File: src/rtl/instr_fetch_unit_pkg.sv
// ============================================================================
// instr_fetch_unit_pkg : next-PC select codes and fetch state encoding
// Rev 1.0
// ============================================================================
`default_nettype none

package instr_fetch_unit_pkg;

  localparam logic [1:0] PC_INC    = 2'b00;
  localparam logic [1:0] PC_BRANCH = 2'b01;
  localparam logic [1:0] PC_JUMP   = 2'b10;
  localparam logic [1:0] PC_HOLD   = 2'b11;

  typedef enum logic [1:0] {
    FETCH   = 2'd0,
    CAPTURE = 2'd1,
    READY   = 2'd2
  } fetch_state_e;

endpackage

`default_nettype wire

File: src/rtl/instr_fetch_unit_pc_next_logic.sv
// ============================================================================
// pc_next_logic : combinational next-PC mux, sign-extended branch adder, PC+1
// Rev 1.0
// ============================================================================
`default_nettype none

module pc_next_logic
  import instr_fetch_unit_pkg::*;
#(
  parameter int ADDR_W = 16
) (
  input  logic [ADDR_W-1:0] pc,
  input  logic [1:0]        pc_sel,
  input  logic [7:0]        disp,
  input  logic [ADDR_W-1:0] jump_addr,
  output logic [ADDR_W-1:0] next_pc,
  output logic [ADDR_W-1:0] pc_plus1
);

  logic [ADDR_W-1:0] disp_sext;
  logic [ADDR_W-1:0] branch_pc;

  // Sums are truncated to ADDR_W bits, so wraparound falls out naturally.
  assign disp_sext = {{(ADDR_W-8){disp[7]}}, disp};
  assign branch_pc = pc + disp_sext;
  assign pc_plus1  = pc + {{(ADDR_W-1){1'b0}}, 1'b1};

  always_comb begin
    next_pc = pc;
    case (pc_sel)
      PC_INC:    next_pc = pc_plus1;
      PC_BRANCH: next_pc = branch_pc;
      PC_JUMP:   next_pc = jump_addr;
      PC_HOLD:   next_pc = pc;
      default:   next_pc = pc;
    endcase
  end

endmodule

`default_nettype wire

File: src/rtl/instr_fetch_unit.sv
// ============================================================================
// instr_fetch_unit : PC owner and 3-state fetch sequencer for sync-read memory
// Rev 1.0
// ============================================================================
`default_nettype none

module instr_fetch_unit
  import instr_fetch_unit_pkg::*;
#(
  parameter int               ADDR_W   = 16,
  parameter logic [ADDR_W-1:0] RESET_PC = '0
) (
  input  logic              Clk,
  input  logic              Reset,
  input  logic              PCEn,
  input  logic [1:0]        PCState,
  input  logic [7:0]        Disp,
  input  logic [ADDR_W-1:0] JumpAddr,
  output logic [ADDR_W-1:0] MemAddr,
  input  logic [15:0]       MemData,
  output logic [15:0]       Instr,
  output logic              InstrValid,
  output logic [ADDR_W-1:0] PC,
  output logic [ADDR_W-1:0] PCPlus1
);

  fetch_state_e      state_q, state_d;
  logic [ADDR_W-1:0] pc_q, pc_d;
  logic [15:0]       instr_q, instr_d;
  logic              valid_q, valid_d;
  logic [ADDR_W-1:0] next_pc;

  pc_next_logic #(.ADDR_W(ADDR_W)) u_pc_next (
    .pc        (pc_q),
    .pc_sel    (PCState),
    .disp      (Disp),
    .jump_addr (JumpAddr),
    .next_pc   (next_pc),
    .pc_plus1  (PCPlus1)
  );

  always_ff @(posedge Clk) begin
    if (Reset) begin
      state_q <= FETCH;
      pc_q    <= RESET_PC;
      instr_q <= 16'h0000;
      valid_q <= 1'b0;
    end else begin
      state_q <= state_d;
      pc_q    <= pc_d;
      instr_q <= instr_d;
      valid_q <= valid_d;
    end
  end

  always_comb begin
    state_d = state_q;
    pc_d    = pc_q;
    instr_d = instr_q;
    valid_d = valid_q;
    case (state_q)
      FETCH: begin
        valid_d = 1'b0;
        state_d = CAPTURE;
      end
      CAPTURE: begin
        instr_d = MemData;
        valid_d = 1'b1;
        state_d = READY;
      end
      READY: begin
        // Instr is frozen here; only an accepted advance drops valid.
        if (PCEn) begin
          pc_d    = next_pc;
          valid_d = 1'b0;
          state_d = FETCH;
        end
      end
      default: begin
        valid_d = 1'b0;
        state_d = FETCH;
      end
    endcase
  end

  assign MemAddr    = pc_q;
  assign PC         = pc_q;
  assign Instr      = instr_q;
  assign InstrValid = valid_q;

endmodule

`default_nettype wire

File: config.mk
export PLATFORM = sky130hd
export DESIGN_NAME = instr_fetch_unit
export DESIGN_NICKNAME = d
export VERILOG_FILES = /design/src/rtl/instr_fetch_unit_pkg.sv /design/src/rtl/instr_fetch_unit_pc_next_logic.sv /design/src/rtl/instr_fetch_unit.sv
export SDC_FILE = /design/constraint.sdc
export NUM_CORES = 1
export LEC_CHECK = 0
export BUFFER_PORTS_ARGS = -buffer_cell sky130_fd_sc_hd__buf_2
export CORE_AREA = 2 2 58 102
export DETAILED_ROUTE_END_ITERATION = 16
export DIE_AREA = 0 0 60 104
export PLACE_DENSITY = 0.85
export SLEW_MARGIN = 20
export SYNTH_ARGS = -nofsm -noshare
export SYNTH_HDL_FRONTEND = slang
export SYNTH_SLANG_ARGS = --single-unit
File: constraint.sdc
create_clock -name Clk -period 5.15 [get_ports Clk]
set_input_delay 0.515 -clock Clk [delete_from_list [all_inputs] [get_ports Clk]]
set_output_delay 0.515 -clock Clk [all_outputs]
set_load 0.05 [all_outputs]
Word-level counts from Yosys, hierarchy flattened --
Index checks and enable logic that the tools add are counted.
Cells by class: add/sub/neg operators 2, equality and inequality tests 6, multiplexer cells 5, bitwise operators 1, reduce and logical (&&, ||, !) cells 3
Operators by type and width (count):
- $pmux W16 S3 | 1
- $add A16 B1 Y16 const B | 1
- $add A16 B16 Y16 | 1
- $eq A2 B2 Y1 const B | 3
- $pmux W2 S3 | 1
- $eq A2 B1 Y1 const B | 2
- $logic_not A2 Y1 | 2
- $reduce_and A3 Y1 | 1
- $mux W2 | 1
- $ne A2 B2 Y1 const B | 1
- $pmux W1 S2 | 1
- $mux W1 | 1
- $not A1 Y1 | 1
Storage, ports and cells: flip-flop bits (word level) 35, input port bits 45, output and inout port bits 65

Longest topological paths before layout --
depth in word-level cells 3, depth in mapped cells 9

Hierarchy --
A second synthesis with hierarchy kept.
Second synthesis, totals: cells, all modules 385, area total of the unflattened synthesis 2935.3 um^2
By module, submodules not included:
- pc_next_logic | times used 1, cells each 221, area each 1547.7 um^2
- instr_fetch_unit | times used 1, cells each 164, area each 1387.6 um^2

Worst setup path after synthesis --
Ideal clock, no wire load.
path kind reg2out, from register pc_q[1], in the netlist MemAddr[1], to output port PCPlus1[8], data arrival time 2.548 ns, setup slack 2.087 ns, cell stages (with the launch flop) 6, path buffers 0, path through dfxtp_1 -> ha_1 -> nand3_1 -> nor2_1 -> nand3_1 -> xnor2_1
On the way: longest elaborated chain between the ends 1
Ends and longest elaborated chain:
- start: declaration | RTL line instr_fetch_unit.sv:28 | logic [ADDR_W-1:0] pc_q, pc_d;
- start signal: assignment | RTL line instr_fetch_unit.sv:50 | pc_q <= pc_d;
- $add A16 B1 Y16 | RTL line instr_fetch_unit_pc_next_logic.sv:26 | assign pc_plus1 = pc + {{(ADDR_W-1){1'b0}}, 1'b1};
- end: declaration | RTL line instr_fetch_unit.sv:24 | output logic [ADDR_W-1:0] PCPlus1
No other way between the ends.

Worst setup path after layout --
from register pc_q[0], in the netlist MemAddr[0], to output port PCPlus1[8]
The elaborated chain is that of the path after synthesis.

==> impl_metrics.csv <==
group,metric,value,unit
route,drt_pass1_iterations,5,
power,p_per_area,211,nW/µm²
clocking,cts-resized-gates,0,
synth,yosys_warnings,0,
synth,synth_seq_cells,34,
synth,async_flop_share,0,
finish,final_area,3370,µm²
run_status,status,"completed",
floorplanning,die_h,104,µm
synth,synth_cells,380,
power,p_leak,1.65,nW
placement,place_congestion,0.901,
setup_path,start_kind,"register",
power,vdd_drop_max,0.000124,V
setup_path,crit_path_frequent_cell,"nand3_1",
floorplanning,start_util,0.523,
timing,fmaxAchievable,342,MHz
clocking,clockBufferDepth,2,
clocking,root_buffer,"clkbuf_8",
setup_path,r2r_slack,2.50,ns
synth,synthFlopType,"dfxtp_1",
setup_path,reg2reg_from,"MemAddr[0]",
timing,slew_viol_final,0,
synth,synth_seq_area_share,0.239,
timing,relSlewSlack,0.370,
timing,holdWs,0.452,ns
setup_path,r2r_cells,9,
finish,seq_area,681,µm²
setup_path,slowest_delay,0.51,ns
clocking,hold_buffers,0,
worst_hold_path,hold_end,"Instr[2]",
synth,synth_edf_count,0,
timing,fin_ws,2.23,ns
synth,avgSynthCellArea,7.51,µm²
synth,netlist-cell-type-count,60,
setup_path,cp.arrival,2.41,ns
floorplanning,core,5450,µm²
clocking,cts_tree,"done",
job,cap_violations,0,
global_routing,grt_pass1_vias,2998,
floorplanning,pin_count,110,
timing,skew,0.00413,ns
worst_hold_path,min_from,"Instr[2]",
floorplanning,die_w,60,µm
setup_path,crit_chain,"ha_1 > nand3_1 > nor2_1 > nand3_1 > xnor2_1 > buf_2",
route,drc,0,
route,drt_first_iter_violations,139,
global_routing,grt-ovfl-total,0,
timing,setup_tns,0,ns
synth,synth.cell_area,2850,µm²
route,post_drt_via_cell_ratio,5.98,
route,vias,3190,
placement,hpwl,6.24,mm
placement,pre_cts_slack,2.41,ns
clocking,cts_buffers,5,
finish,layout-drive-gt1-share,0.276,
floorplanning,die-area,6240,µm²
placement,port_buffers,109,
setup_path,end_kind,"output pin",
floorplanning,core.rowCount,36,
finish,nets,521,
setup_path,path_max_fanout,9,
finish,fillCellCount,513,
timing,finalHoldViolCount,0,
global_routing,groute.usage.overall,0.264,
clocking,clock_latency,0.29,ns
worst_hold_path,hold_path.class,"reg2reg",
synth,syn-num-nets,445,
finish,multi_input_area,1880,µm²
timing,rsz0062_at_grt,"no",
timing,finalSetupViolCount,0,
timing,worstMarginPinSlew,0.943,ns
route,wl_per_cell,15.6,µm
setup_path,r2r_end,"MemAddr[8]",
finish,diodes,0,
worst_hold_path,holdPathStages,2,
clocking,cts_sinks,34,
setup_path,crit_type,"reg2out",
placement,placed_cell_area,3280,µm²
global_routing,grt_max_degree,36,
timing,fin_crit,2.92,ns
clocking,cts.htree.levels,2,
clocking,clk_pin_slew,0.07,ns
timing,period_share,0.568,
clocking,post-cts-setup-buffer-count,0,
setup_path,critPathSlowestCell,"dfxtp_1",
setup_path,cp.required,4.64,ns
route,routed_wl,8.30,mm
power,p_total,0.711,mW
route,final_antenna_net_count,0,
finish,syn_to_final_growth,18.2,%
global_routing,grt_pass1_wl,13.1,mm
global_routing,antenna_found_initial,0,
synthesized netlist by cell type (all sizes together) (2+ instances only):
| library cell | number | area, µm² |
|---|---|---|
| inv | 19 | 71.3 |
| a31oi | 10 | 62.6 |
| nand4 | 5 | 52.6 |
| a211oi | 4 | 30.0 |
| nor3b | 2 | 15.0 |
| nand2b | 3 | 18.8 |
| dfxtp | 34 | 681 |
| ha | 19 | 238 |
| a221oi | 6 | 52.6 |
| a41oi | 5 | 43.8 |
| nor2 | 23 | 86.3 |
| a22o | 2 | 17.5 |
| a21oi | 35 | 175 |
| o21bai | 2 | 15.0 |
| clkbuf | 17 | 65.1 |
| o21ai | 17 | 85.1 |
| buf | 23 | 151 |
| a32oi | 2 | 17.5 |
| o211ai | 6 | 45.0 |
| o31ai | 2 | 15.0 |
| nand3 | 13 | 70.1 |
| nor2b | 4 | 25.0 |
| o21a | 3 | 22.5 |
| xor2 | 10 | 87.6 |
| xnor2 | 15 | 131 |
| a311oi | 2 | 23.8 |
| a22oi | 2 | 15.0 |
| o22ai | 7 | 43.8 |
| a21o | 4 | 30.0 |
| a311o | 2 | 20.0 |
| nor3 | 6 | 52.6 |
| nand2 | 57 | 214 |
cell usage in the layout (no fill, tap or decap), types with 10 or more instances in the layout:
cell type / netlist / routed
nand3_1: 12 / 12
o21ai_0: 16 / 16
xnor2_1: 15 / 15
dfxtp_1: 34 / 34
a21oi_1: 35 / 35
buf_2: 4 / 109
a31oi_1: 10 / 10
xor2_1: 10 / 10
inv_1: 19 / 19
ha_1: 19 / 19
nand2_1: 57 / 57
nor2_1: 23 / 23
where the power goes:
group | switching (mW) | internal, mW
registers | 0.0133 | 0.276
logic | 0.148 | 0.0642
clock network | 0.102 | 0.107
worst max-delay path: cells and delay by family (launching register included):
kind	cells	cell delay (ns)
xor+xnor	1	0.18
fa+ha+maj	1	0.38
buf+inv	1	0.28
flops	1	0.51
simple gates	3	0.77
stage by stage:
step / std cells / utilization
5_1_grt: 533 / 0.619
2_1_floorplan: 380 / -
3_5_place_dp: 525 / 0.601
4_1_cts: 533 / 0.619
3_3_place_gp: 525 / 0.601
6_report: 533 / 0.619
worst max-delay path by stage:
stage               start           to  slack, ns  cells after the start
6_report       MemAddr[0]   PCPlus1[8]       2.23                      6
5_1_grt        MemAddr[1]   PCPlus1[8]       2.05                      6
4_1_cts        MemAddr[1]   PCPlus1[8]       2.24                      6
3_5_place_dp   PCState[0]  MemAddr[14]       2.41                      9
3_3_place_gp   PCState[0]  MemAddr[14]       2.47                      9
2_1_floorplan  MemAddr[1]   PCPlus1[8]       2.09                      5
routing by layer:
| layer | track usage | vias up | wire, µm |
|---|---|---|---|
| li1 | - | 1515 | - |
| met1 | 0.296 | 1488 | 3060 |
| met2 | 0.457 | 158 | 4330 |
| met3 | 0.0336 | 29 | 572 |
| met4 | 0.141 | 0 | 332 |
| met5 | 0 | - | 0 |
final cells by class:
| class | instances | area share |
|---|---|---|
| Clock inverter | 2 | 0.00371 |
| Multi-Input combinational cell | 287 | 0.559 |
| Inverter | 19 | 0.0212 |
| Sequential cell | 34 | 0.202 |
| Timing Repair Buffer | 109 | 0.162 |
| Tap cell | 76 | 0.0282 |
| Clock buffer | 6 | 0.0245 |
flip-flops by register name, indices dropped and copies added, names as in the netlist:
register and flops:
Instr 16, MemAddr 16, state_q 1, InstrValid 1
kinds of logic after synthesis:
family | after synthesis | synth area share
adder cells (fa/ha/maj) | 20 | 0.0904
buffers and inverters | 59 | 0.101
flip-flops | 34 | 0.239
AO/OA/AOI/OAI | 119 | 0.275
multiplexers | 1 | 0.00351
AND/OR/NAND/NOR | 122 | 0.214
XOR/XNOR | 25 | 0.0768
Power figures use the tool's default switching activity.
